File: config.mk
export PLATFORM = sky130hd
export DESIGN_NAME = ddr_rx_gearbox_flat
export DESIGN_NICKNAME = d
export VERILOG_FILES = /design/src/rtl/ddr_rx_gearbox_if.sv /design/src/rtl/ddr_rx_gearbox.sv /design/src/flat_wrapper.sv
export SDC_FILE = /design/constraint.sdc
export NUM_CORES = 1
export LEC_CHECK = 0
export CAP_MARGIN = 20
export CORE_MARGIN = 1
export CORE_UTILIZATION = 40
export CTS_CLUSTER_SIZE = 12
export DETAILED_ROUTE_END_ITERATION = 8
export SYNTH_ARGS = -nofsm -noshare
export SYNTH_HDL_FRONTEND = slang
export SYNTH_SLANG_ARGS = --single-unit
File: constraint.sdc
create_clock -name clk -period 6.3 [get_ports clk]
set_input_delay 0.63 -clock clk [delete_from_list [all_inputs] [get_ports clk]]
set_output_delay 0.63 -clock clk [all_outputs]
set_load 0.005 [all_outputs]
File: src/rtl/ddr_rx_gearbox_if.sv
// Stream bundle for ddr_rx_gearbox: DDR pad-side input and valid/ready word output.
interface ddr_rx_gearbox_if #(
  parameter int W = 8
) ();
  logic [W-1:0]   din;
  logic           din_en;
  logic [2*W-1:0] m_data;
  logic [1:0]     m_keep;
  logic           m_valid;
  logic           m_ready;

  modport master (
    input  din,
    input  din_en,
    input  m_ready,
    output m_data,
    output m_keep,
    output m_valid
  );

  modport slave (
    output din,
    output din_en,
    output m_ready,
    input  m_data,
    input  m_keep,
    input  m_valid
  );
endinterface

File: src/rtl/ddr_rx_gearbox.sv
// DDR capture on both clk edges, rise/fall pairs packed into 2*W-bit words behind a FWFT FIFO.
// Define DDR_RX_OVF_CNT_EN to add the saturating dropped-pair counter port ovf_cnt.
module ddr_rx_gearbox #(
  parameter int W     = 8,
  parameter int DEPTH = 4,
  parameter int ORDER = 0
) (
  input  logic                   clk,
  input  logic                   rst,
  ddr_rx_gearbox_if.master       bus,
  output logic [$clog2(DEPTH):0] level,
  output logic                   ovf,
  input  logic                   ovf_clr
`ifdef DDR_RX_OVF_CNT_EN
  ,
  output logic [15:0]            ovf_cnt
`endif
);
  localparam int AW = $clog2(DEPTH);
  localparam int PW = AW + 1;
  localparam int DW = 2 * W + 2;
  localparam logic [PW-1:0] PTR_ONE = {{AW{1'b0}}, 1'b1};

  logic [W-1:0]  r_d_r;
  logic          r_en_r;
  logic [W-1:0]  f_d_r;
  logic          f_en_r;
  logic [W-1:0]  r_half_s;
  logic [W-1:0]  f_half_s;
  logic [1:0]    keep_s;
  logic [DW-1:0] pair_s;
  logic [DW-1:0] mem_r [DEPTH];
  logic [DW-1:0] head_r;
  logic [DW-1:0] head_nxt_s;
  logic [PW-1:0] wr_ptr_r;
  logic [PW-1:0] rd_ptr_r;
  logic [PW-1:0] wr_nxt_s;
  logic [PW-1:0] rd_nxt_s;
  logic [PW-1:0] level_r;
  logic          valid_r;
  logic          ovf_r;
  logic          empty_s;
  logic          full_s;
  logic          pop_s;
  logic          push_req_s;
  logic          push_s;
  logic          drop_s;

  // Rise-edge sample
  always_ff @(posedge clk or posedge rst) begin
    if (rst) begin
      r_d_r  <= {W{1'b0}};
      r_en_r <= 1'b0;
    end else begin
      r_d_r  <= bus.din;
      r_en_r <= bus.din_en;
    end
  end

  // Fall-edge sample
  always_ff @(negedge clk or posedge rst) begin
    if (rst) begin
      f_d_r  <= {W{1'b0}};
      f_en_r <= 1'b0;
    end else begin
      f_d_r  <= bus.din;
      f_en_r <= bus.din_en;
    end
  end

  // Pair assembly: disabled halves zeroed, keep stays in rise/fall naming regardless of ORDER
  always_comb begin
    r_half_s = r_en_r ? r_d_r : {W{1'b0}};
    f_half_s = f_en_r ? f_d_r : {W{1'b0}};
    keep_s   = {f_en_r, r_en_r};
    if (ORDER == 0) begin
      pair_s = {keep_s, f_half_s, r_half_s};
    end else begin
      pair_s = {keep_s, r_half_s, f_half_s};
    end
  end

  // FIFO control and next head; an empty FIFO bypasses the incoming pair straight to the head
  always_comb begin
    empty_s    = (wr_ptr_r == rd_ptr_r);
    full_s     = (wr_ptr_r[AW] != rd_ptr_r[AW]) && (wr_ptr_r[AW-1:0] == rd_ptr_r[AW-1:0]);
    pop_s      = !empty_s && bus.m_ready;
    push_req_s = (keep_s != 2'b00);
    push_s     = push_req_s && (!full_s || pop_s);
    drop_s     = push_req_s && full_s && !pop_s;
    wr_nxt_s   = push_s ? (wr_ptr_r + PTR_ONE) : wr_ptr_r;
    rd_nxt_s   = pop_s ? (rd_ptr_r + PTR_ONE) : rd_ptr_r;
    if (rd_nxt_s != wr_ptr_r) begin
      head_nxt_s = mem_r[rd_nxt_s[AW-1:0]];
    end else if (push_s) begin
      head_nxt_s = pair_s;
    end else begin
      head_nxt_s = head_r;
    end
  end

  // FIFO storage
  always_ff @(posedge clk or posedge rst) begin
    if (rst) begin
      for (int i = 0; i < DEPTH; i++) begin
        mem_r[i] <= {DW{1'b0}};
      end
    end else if (push_s) begin
      mem_r[wr_ptr_r[AW-1:0]] <= pair_s;
    end else begin
      mem_r <= mem_r;
    end
  end

  // Pointers, registered head/valid/level and sticky overflow (set beats clear)
  always_ff @(posedge clk or posedge rst) begin
    if (rst) begin
      wr_ptr_r <= {PW{1'b0}};
      rd_ptr_r <= {PW{1'b0}};
      head_r   <= {DW{1'b0}};
      level_r  <= {PW{1'b0}};
      valid_r  <= 1'b0;
      ovf_r    <= 1'b0;
    end else begin
      wr_ptr_r <= wr_nxt_s;
      rd_ptr_r <= rd_nxt_s;
      head_r   <= head_nxt_s;
      level_r  <= wr_nxt_s - rd_nxt_s;
      valid_r  <= (wr_nxt_s != rd_nxt_s);
      if (drop_s) begin
        ovf_r <= 1'b1;
      end else if (ovf_clr) begin
        ovf_r <= 1'b0;
      end else begin
        ovf_r <= ovf_r;
      end
    end
  end

`ifdef DDR_RX_OVF_CNT_EN
  logic [15:0] ovf_cnt_r;

  // Dropped-pair counter: clear beats increment, saturates at all-ones
  always_ff @(posedge clk or posedge rst) begin
    if (rst) begin
      ovf_cnt_r <= 16'h0000;
    end else if (ovf_clr) begin
      ovf_cnt_r <= 16'h0000;
    end else if (drop_s && (ovf_cnt_r != 16'hFFFF)) begin
      ovf_cnt_r <= ovf_cnt_r + 16'h0001;
    end else begin
      ovf_cnt_r <= ovf_cnt_r;
    end
  end

  assign ovf_cnt = ovf_cnt_r;
`endif

  assign bus.m_data  = head_r[2*W-1:0];
  assign bus.m_keep  = head_r[DW-1:2*W];
  assign bus.m_valid = valid_r;
  assign level       = level_r;
  assign ovf         = ovf_r;
endmodule

File: src/flat_wrapper.sv
// flat-port wrapper written by rule: the top's interface ports become plain ports
module ddr_rx_gearbox_flat 
#(
  parameter int W     = 8,
  parameter int DEPTH = 4,
  parameter int ORDER = 0
)
  (clk, rst, level, ovf, ovf_clr, bus_din, bus_din_en, bus_m_ready, bus_m_data, bus_m_keep, bus_m_valid);
  ddr_rx_gearbox_if #(.W(W)) bus_i ();
  input  logic clk;
  input  logic rst;
  output logic [$clog2(DEPTH):0] level;
  output logic ovf;
  input  logic ovf_clr;
  input wire logic [$bits(bus_i.din)-1:0] bus_din;
  input wire logic [$bits(bus_i.din_en)-1:0] bus_din_en;
  input wire logic [$bits(bus_i.m_ready)-1:0] bus_m_ready;
  output wire logic [$bits(bus_i.m_data)-1:0] bus_m_data;
  output wire logic [$bits(bus_i.m_keep)-1:0] bus_m_keep;
  output wire logic [$bits(bus_i.m_valid)-1:0] bus_m_valid;
  assign bus_i.din = bus_din;
  assign bus_i.din_en = bus_din_en;
  assign bus_i.m_ready = bus_m_ready;
  assign bus_m_data = bus_i.m_data;
  assign bus_m_keep = bus_i.m_keep;
  assign bus_m_valid = bus_i.m_valid;
  ddr_rx_gearbox #(.W(W), .DEPTH(DEPTH), .ORDER(ORDER)) u_core (.clk(clk), .rst(rst), .bus(bus_i), .level(level), .ovf(ovf), .ovf_clr(ovf_clr));
endmodule
==> Yosys cells after proc, flatten, opt, wreduce, memory -nomap -nowiden <==
Index checks and enable logic that the tools add are counted.
{ "totals": {"register_bits": 119, "inputBits": 13, "out_inout_bits": 23} }
{ "op_classes": {"add_sub_neg": 3, "magnitude_cmp": 3, "n_eq_ne": 5, "muxes": 14, "n_bitwise": 2, "reduce_logical": 13} }
{ "op_table": {"columns": ["op", "count"], "rows": [
  ["two-way mux 18 bit", 5],
  ["bitwise mux 72 bit", 1],
  ["binary-select mux 18 bit (select 2 bit)", 1],
  ["demux 18 bit (select 2 bit)", 1],
  ["two-way mux 8 bit", 2],
  ["adder 3 x 1 -> 3 bit (second input constant)", 2],
  ["greater-or-equal comparator 3 bit (second input constant)", 2],
  ["logical AND 1 bit", 6],
  ["two-way mux 3 bit", 2],
  ["!= test 3 bit", 2],
  ["inverter 2 -> 3 bit", 2],
  ["nonzero test 2 bit", 3],
  ["equality test 3 bit", 1],
  ["zero test 1 bit", 3],
  ["< comparator 3 x 1 -> 1 bit (second input constant)", 1],
  ["subtractor 3 bit", 1],
  ["equality test 2 bit", 1],
  ["two-way mux 1 bit", 2],
  ["logical OR 1 bit", 1],
  ["!= test 1 bit", 1]
]} }

==> Depth between registers and ports, before layout <==
{ "logic_depth": {"depth_word": 9, "depth_mapped": 9, "depth_no_buf": 7} }

==> run metrics <==
post-route ant nets 0; DRC 0; async set or reset register ratio after synthesis 100%; P&R area growth vs syn 20.0%; Synth area leaders dfrtp_1 (50%), nand2_1 (7.3%), o21ai_0 (6.1%); worst-margin pin slew 1100 ps; clock tree from TritonCTS yes; RSZ-0062 raised after global routing no; Final Instance Area 0.00663 mm^2; largest net degree at the start of global routing 38; CTS HTree Levels 4; clock sink count 119; commonest non-fill, non-tap cells in the layout dfrtp_1 (110), nand2_1 (107), o21ai_0 (67), clkdlybuf4s50_1 (35), nor2b_1 (23); multi-input logic area 0.00234 mm^2; synthesized cell area 0.00553 mm^2; largest fanout on the critical path 10; synth unique cells 49; required time of the critical path 6600 ps; Overflow after GRT 0; Post-CTS Hold Buffers 0; root buf cell clkbuf_16; setup TNS 0 ps; peak ir drop on the vdd network 0.231 mV; Clock transition at path regs 50 ps; final hold violation count 0; vias in the first global route 4053; Setup CP Type reg2reg; post-CTS setup buffers 0; Setup crit start kind flop; post-synthesis sequential area ratio 53.9%; worst hold start u_core.mem_r[9]; status completed; max cap viols 0; DP Area 0.00602 mm^2; R2R Path Start u_core.f_en_r; Critical path origin u_core.f_en_r; final setup fails 0; Pins Over Slew Limit 0; Routed WL per cell 18.2 um; Detailed Routing Iterations Pass 1 5; Critical Path Sink Type flop; post-CTS sizing 0; Clock Latency Late Sink 420 ps; top_reg_cell synth dfrtp_1; clock skew 25.4 ps; # IOs 36; cells after synthesis 517; EDFF count, synth 0; Die Span Y 120 um; Core Area 0.0133 mm^2; area taken by flip-flops and latches 0.00298 mm^2; Leakage Power 2.88 nW; Finished Layout Cells 736; global-route wire length before repair 21.9 mm; total power 4.18 mW; vias after detailed routing 4027; Max Root-Sink Buffers 2; synth warn 0; Site Rows 42; 1st-iter DRT viols 330; leading cell type in the layout, fill and taps excluded dfrtp_1; Die Footprint 0.0143 mm^2; Synth top area share 49.8%; overall routing resource usage 20.8%; number of diodes 0; initial antenna violation count 0; drt via density 5.47; chip width 120 um; Starting Density 41.4%; placed cell count 704; WP data arrival 5530 ps; largest area contributor in the netlist dfrtp_1; final WL 13.4 mm; Final Net Count 568; hpwl dp 8.32 mm; Worst slew margin 26.6%; layout cells sized above 1 10.5%; PD cells 631 mW/mm^2; Worst Hold Class reg2reg; CTS Buf Count 17; Syn Nets 538; routability congestion estimate from global placement 0.736; Reg2Reg Setup Slack 1070 ps; Avg Inst Size Synth 10.7 um^2; Port Buffer Count 35; Synth Register Bits 119; Filler Cell Count 1234
worst max-delay path, stage by stage, from the launching register on:
cell     delay, ps
dfrtn_1        320
buf_4          170
or2_2          330
o41a_4         160
o21ai_0        300
inv_1          120
fa_1           450
xnor2_1        130
routing by layer:
| layer | vias to the layer above | track usage, % | part of all wire [%] |
|---|---|---|---|
| met5 | - | 0 | 0 |
| met4 | 0 | 7.50 | 1.8 |
| met3 | 17 | 6.42 | 5.9 |
| met2 | 126 | 32.1 | 47 |
| met1 | 1992 | 27.4 | 45 |
| li1 | 1892 | - | - |
final timing paths:
path / to / cells after the start
max in group asynchronous: u_core.f_d_r[0] / 2
max reg2reg: u_core.level[2] / 7
max: u_core.level[2] / 7
min: u_core.mem_r[9] / 2
min reg2reg: u_core.mem_r[9] / 2
min in group asynchronous: u_core.head_r[11] / 2
power by group:
group          switching, mW  internal (mW)  total, mW  leakage (nW)
Clock                  0.328          0.679       1.01         0.301
Combinational           1.04          0.806       1.85          1.09
Sequential             0.253           1.08       1.33          1.49
Total                   1.62           2.56       4.18          2.88
stage by stage:
step / setup WS [ps] / utilization (%) / hold slack (ps)
after floorplan: 1150 / - / 450
after global placement: 1100 / 45.1 / 461
after detailed placement: 1050 / 45.1 / 471
after CTS: 1070 / 49.7 / 484
after global routing: 932 / 49.7 / 510
final: 1070 / 49.7 / 482
state kept, by name (all words and copies together), names as in the netlist:
signal and count:
u_core.ovf 1, u_core.mem_r 72, u_core.r_d_r 8, u_core.r_en_r 1, u_core.rd_ptr_r 3, u_core.head_r 18
u_core.level 3, u_core.f_d_r 8, u_core.f_en_r 1, u_core.wr_ptr_r 3, u_core.bus.m_valid 1
logic make-up after synthesis:
group / synth area share [%]
AND/OR/NAND/NOR: 11.9
buffers and inverters: 3.83
flip-flops: 53.9
multiplexers: 5.12
adder cells (fa/ha/maj): 1.95
XOR/XNOR: 3.49
AO/OA/AOI/OAI: 19.8
area by class of cell:
| type | instances | share of cell area (%) |
|---|---|---|
| inverter | 10 | 0.623 |
| clock buffer | 23 | 7.06 |
| sequential | 119 | 44.9 |
| tap | 176 | 3.32 |
| multi-input combinational | 352 | 35.2 |
| clock inverter | 9 | 2.23 |
| timing repair buffer | 47 | 6.64 |
cells in the mapped netlist (2+ instances only):
library cell	n
buf_2	13
xnor2_1	8
a22oi_1	8
nand2b_1	2
buf_4	4
clkbuf_1	15
dfrtp_1	110
a31oi_4	2
a22o_1	16
dfrtn_1	9
nor2b_1	23
o22ai_1	10
ha_1	7
inv_1	10
nor2_1	10
a211oi_1	19
mux2i_1	21
o41a_1	2
o41ai_1	2
o221ai_1	10
mux2i_2	2
xor2_1	2
nand2_1	107
mux2_2	2
xnor3_1	2
nand3_1	4
buf_1	3
o31ai_1	7
o21ai_0	67
(Power assumes the default switching activity.)
